===== src/rtl/aclk_defs_pkg.sv =====
// aclk_defs_pkg: scanner state encoding and keypad code map shared by the aclk keypad front end
package aclk_defs_pkg;
  typedef enum logic [1:0] {SCAN, DEBOUNCE, EMIT, WAIT_RELEASE} state_e;
  localparam logic [3:0] KEY_A = 4'd10;
  localparam logic [3:0] KEY_B = 4'd11;
  localparam logic [3:0] KEY_C = 4'd12;
  localparam logic [3:0] KEY_D = 4'd13;
  localparam logic [3:0] KEY_STAR = 4'd14;
  localparam logic [3:0] KEY_HASH = 4'd15;
  // nibble at index {row, col} is the code printed on that key
  localparam logic [63:0] KEY_MAP = {
    KEY_D, KEY_HASH, 4'd0, KEY_STAR,
    KEY_C, 4'd9, 4'd8, 4'd7,
    KEY_B, 4'd6, 4'd5, 4'd4,
    KEY_A, 4'd3, 4'd2, 4'd1
  };
  function automatic logic [1:0] hot_idx(input logic [3:1] v);
    return v[3] ? 2'd3 : v[2] ? 2'd2 : v[1] ? 2'd1 : 2'd0;
  endfunction
  function automatic logic [3:0] key_code(input logic [1:0] r, input logic [1:0] c);
    return KEY_MAP[{r, c, 2'b00} +: 4];
  endfunction
endpackage


===== src/rtl/aclk_stable_counter.sv =====
// aclk_stable_counter: saturating run-length counter, clear wins over enable, tc flags the step onto MAX
module aclk_stable_counter #(
  parameter int MAX = 3,
  parameter int W = $clog2(MAX + 1)
) (
  input  logic clock,
  input  logic reset,
  input  logic clr_i,
  input  logic en_i,
  output logic tc_o
);
  logic [W-1:0] cnt_q, cnt_d;
  always_comb cnt_d = clr_i ? '0 : (en_i && cnt_q != W'(MAX)) ? cnt_q + 1'b1 : cnt_q;
  always_ff @(posedge clock or negedge reset)
    if (!reset) cnt_q <= '0;
    else cnt_q <= cnt_d;
  assign tc_o = en_i && cnt_q == W'(MAX - 1);
endmodule


===== src/rtl/aclk_keyscan.sv =====
// aclk_keyscan: 4x4 keypad scanner/debouncer; shift feeds aclk_keyreg, func feeds the alarm controller.
// Define ACLK_KEYSCAN_AUTO_REPEAT_EN to re-issue shift while a digit key stays held.
module aclk_keyscan
  import aclk_defs_pkg::*;
#(
  parameter int DEBOUNCE_CYCLES = 4,
  parameter int SCAN_DWELL = 1,
  parameter int REPEAT_CYCLES = 16
) (
  input  logic       clock,
  input  logic       reset,
  input  logic [3:0] row,
  output logic [3:0] col,
  output logic [3:0] key,
  output logic       shift,
  output logic       func,
  output logic       busy
);
  localparam int DW = $clog2(SCAN_DWELL + 1);
  if (DEBOUNCE_CYCLES < 2 || SCAN_DWELL < 1 || REPEAT_CYCLES < 2) begin : g_param_check
    $error("aclk_keyscan: parameter out of range");
  end
  state_e state_q, state_d;
  logic [3:0] col_q, col_d, row_q, row_d, key_q, key_d, code;
  logic [DW-1:0] dwell_q, dwell_d;
  logic shift_q, shift_d, func_q, func_d, busy_q;
  logic match, deb_tc, rel_tc, rpt_fire;
  assign match = row == row_q;
  assign code = key_code(hot_idx(row_q[3:1]), hot_idx(col_q[3:1]));
  aclk_stable_counter #(.MAX(DEBOUNCE_CYCLES - 1)) u_deb (
    .clock(clock), .reset(reset),
    .clr_i(state_q != DEBOUNCE || !match), .en_i(match), .tc_o(deb_tc)
  );
  // the first zero is sampled inside WAIT_RELEASE, so the release run needs one more step
  aclk_stable_counter #(.MAX(DEBOUNCE_CYCLES)) u_rel (
    .clock(clock), .reset(reset),
    .clr_i(state_q != WAIT_RELEASE || row != 4'd0), .en_i(row == 4'd0), .tc_o(rel_tc)
  );
`ifdef ACLK_KEYSCAN_AUTO_REPEAT_EN
  logic rpt_tc;
  aclk_stable_counter #(.MAX(REPEAT_CYCLES)) u_rpt (
    .clock(clock), .reset(reset),
    .clr_i(state_q != WAIT_RELEASE || !match || rpt_tc), .en_i(match), .tc_o(rpt_tc)
  );
  assign rpt_fire = rpt_tc && state_q == WAIT_RELEASE && key_q < 4'd10;
`else
  assign rpt_fire = 1'b0;
`endif
  always_comb begin
    state_d = state_q;
    col_d = col_q;
    row_d = row_q;
    dwell_d = dwell_q;
    key_d = key_q;
    shift_d = 1'b0;
    func_d = 1'b0;
    case (state_q)
      SCAN:
        if ($onehot(row)) begin
          state_d = DEBOUNCE;
          row_d = row;
          dwell_d = '0;
        end else if (dwell_q == DW'(SCAN_DWELL - 1)) begin
          col_d = {col_q[2:0], col_q[3]};
          dwell_d = '0;
        end else dwell_d = dwell_q + 1'b1;
      DEBOUNCE:
        if (!match) begin
          state_d = SCAN;
          col_d = {col_q[2:0], col_q[3]};
        end else if (deb_tc) state_d = EMIT;
      EMIT: begin
        key_d = code;
        shift_d = code < 4'd10;
        func_d = code >= 4'd10;
        state_d = WAIT_RELEASE;
      end
      WAIT_RELEASE: begin
        shift_d = rpt_fire;
        if (rel_tc) begin
          state_d = SCAN;
          col_d = 4'b0001;
        end
      end
      default: state_d = SCAN;
    endcase
  end
  always_ff @(posedge clock or negedge reset)
    if (!reset) begin
      state_q <= SCAN;
      col_q <= 4'b0001;
      row_q <= '0;
      dwell_q <= '0;
      key_q <= '0;
      shift_q <= 1'b0;
      func_q <= 1'b0;
      busy_q <= 1'b0;
    end else begin
      state_q <= state_d;
      col_q <= col_d;
      row_q <= row_d;
      dwell_q <= dwell_d;
      key_q <= key_d;
      shift_q <= shift_d;
      func_q <= func_d;
      busy_q <= state_d != SCAN;
    end
  assign col = col_q;
  assign key = key_q;
  assign shift = shift_q;
  assign func = func_q;
  assign busy = busy_q;
endmodule


===== config.mk =====
export PLATFORM = sky130hd
export DESIGN_NAME = aclk_keyscan
export DESIGN_NICKNAME = d
export VERILOG_FILES = /design/src/rtl/aclk_defs_pkg.sv /design/src/rtl/aclk_stable_counter.sv /design/src/rtl/aclk_keyscan.sv
export SDC_FILE = /design/constraint.sdc
export NUM_CORES = 1
export LEC_CHECK = 0
export BUFFER_PORTS_ARGS = -buffer_cell sky130_fd_sc_hd__buf_2
export CORE_UTILIZATION = 55
export CTS_CLUSTER_SIZE = 8
export DETAILED_ROUTE_END_ITERATION = 10
export GPL_TIMING_DRIVEN = 0
export PLACE_DENSITY_LB_ADDON = 0.15
export SYNTH_ARGS = -nofsm -noshare
export SYNTH_HDL_FRONTEND = slang
export SYNTH_HIERARCHICAL = 1
export SYNTH_SLANG_ARGS = --single-unit
export TNS_END_PERCENT = 20

===== constraint.sdc =====
create_clock -name clock -period 4.1 [get_ports clock]
set_clock_uncertainty 0.1 [all_clocks]
set_input_delay 0.615 -clock clock [delete_from_list [all_inputs] [get_ports clock]]
set_output_delay 0.615 -clock clock [all_outputs]
set_load 0.005 [all_outputs]

==> reports/results.txt <==
PwrDens: 502 nW/um^2
fmax: 333 MHz
Routed Wire Length: 2.54 mm
Core Footprint: 2300 sq um
postcts setup bufs: 0
# hold bufs at CTS: 0
total power: 0.787 mW
Worst Path Max Fanout: 4
drt pass-1 iters: 4
Slew @ Worst Pin: 506 ps
Main synth FF type: dfrtp_1
relative slew slack: 66.0%
number of synthesized flops with an enable pin: 0
H-tree levels: 1
endpoints failing setup: 0
fin crit period: 3000 ps
TritonCTS Buffers: 3
ranking of synthesized cells by area: dfrtp_1, ha_1, inv_1
ANT nets after route: 0
Remaining Overflow, GRT: 0
ys async rst share: 100%
fin area: 1570 sq um
Synth top area share: 37.5%
Leakage Power: 0.770 nW
DRT iter0 DRCs: 17
Layout area overhead: 12.0%
latest clock arrival within the worst-skew pair: 310 ps
# diodes: 0
min-delay worst type: input pin to asynchronous set/reset pin
initial antenna violation count: 0
initial core utilization: 61.0%
cell area after synthesis: 1400 sq um
vias in the first global route: 1027
largest net degree at the start of global routing: 23
Critical path origin: row[0]
FF-to-FF Start: col[2]
worst reg2reg setup slack: 1960 ps
Mapped Cells: 135
Via Count: 998
DIE AREA: 2750 sq um
Synth cell types: 43
Crit. End Element: flop
CTS tree: yes
Worst Setup EP: row_q[3]
top cell types by occurrence after synthesis: dfrtp_1, inv_1, ha_1
RR Endpoint: func
CTS root buf: clkbuf_4
post-synth top area cell: dfrtp_1
Detail Placement HPWL: 1.89 mm
Worst Setup Path Type: input pin to flop
Setup WS post-layout: 1100 ps
Die X-Extent: 52.5 um
WL per Instance: 13.9 um
gpl congestion: 0.765
status: completed
layout cells sized above 1: 23.9%
row count: 17
peak supply drop: 0.295 mV
Slew Viols, Final: 0
count leader, synth: dfrtp_1
crit path DAT: 3120 ps
Synth warnings: 6
RSZ-0062 raised after global routing: no
Tcrit/Tclk final: 73.2%
cts repair resizes: 0
Nets: 175
I/O pin cnt: 17
# port buffers: 16
dpl ws: 761 ps
Clock Sinks: 22
DP Area: 1520 sq um
post-synthesis area per instance: 10.4 sq um
count of final hold-check violations: 0
CP Data Required Time: 4220 ps
R2R cell count: 8
Worst Setup Start Kind: input pin
first-pass GRT wire length: 4.44 mm
die height: 52.5 um
post-synthesis sequential area ratio: 39.4%
Yosys reg bits: 22
Setup TNS: 0 ps
Max clock buf depth: 2
GR Util All Layers: 22.4%
Max Cap Viol: 0
drt drc: 0
Synth Net Count: 154
drt via density: 5.45
Worst-path clk slew: 140 ps
==> state kept, by name (all words and copies together) (netlist names) <==
signal / flops
u_rel/cnt_q: 3
key: 4
busy: 1
func: 1
row_q: 4
u_deb/cnt_q: 2
shift: 1
state_q: 2
col: 4
==> worst max-delay path, cell delays in order <==
cell,delay [ps]
buf_2,100
inv_1,70
fa_1,540
inv_1,50
ha_1,170
ha_1,280
or4b_1,590
nor2_1,320
mux2_2,390
==> worst min-delay path by stage <==
stage	to	slack (ps)	cells after the start
global placement	key[3]	360	2
CTS	row_q[3]	160	1
finish	row_q[2]	140	1
global route	row_q[2]	180	1
detailed placement	key[2]	370	2
floorplan	busy	220	0
==> metal layers <==
metal | up-vias | track usage, % | share of wire, %
met5 | - | 0 | 0
met4 | 0 | 7.46 | 0.67
met3 | 2 | 3.48 | 2.9
met2 | 17 | 39.0 | 47
met1 | 480 | 27.8 | 49
li1 | 499 | - | -
==> logic make-up after synthesis <==
family | synth area share, %
buf+inv | 5.89
simple gates | 17.0
compound gates | 14.5
mux | 7.50
flops | 39.4
fa+ha+maj | 12.1
xor+xnor | 3.66
==> area by class of cell <==
type                       instances  area (sq um)
timing repair buffer              16          80.1
sequential                        22           552
clock buffer                       3          22.5
inverter                          15          56.3
buffer                             4          26.3
fill                             184           728
clock inverter                     1          30.0
tap                               28          35.0
multi-input combinational         94           767
==> report_power, final <==
group	total, mW	switching [mW]	internal [mW]
combinational	0.313	0.166	0.147
sequential	0.305	0.0434	0.261
clock	0.169	0.0700	0.0988
==> layout by cell type, fill, tap and decap left out, drive strengths merged, types with 2 or more instances in the layout <==
cell    synthesis  routed
nand3b          2       2
inv            15      15
mux2            6       6
nor3b           2       2
a21o            3       3
a221o           2       2
dfrtp          21      21
ha             12      12
nor2            8       8
o21ai           7       7
buf             2      18
and2            3       3
mux2i           3       3
clkbuf          2       5
a22o            3       3
nor2b           5       5
nand2b          3       3
a21oi           4       4
nand2          11      11
a211oi          2       2
xor2            4       4
==> metrics by stage <==
step                      cells  util [%]  hold slack (ps)
final                       183      68.3              140
after global routing        183      68.3              177
after CTS                   183      68.3              157
after detailed placement    179      66.0              367
after global placement      179      66.0              360
after floorplan             135         -              219
Note: power is estimated with default switching activity, not from simulation.
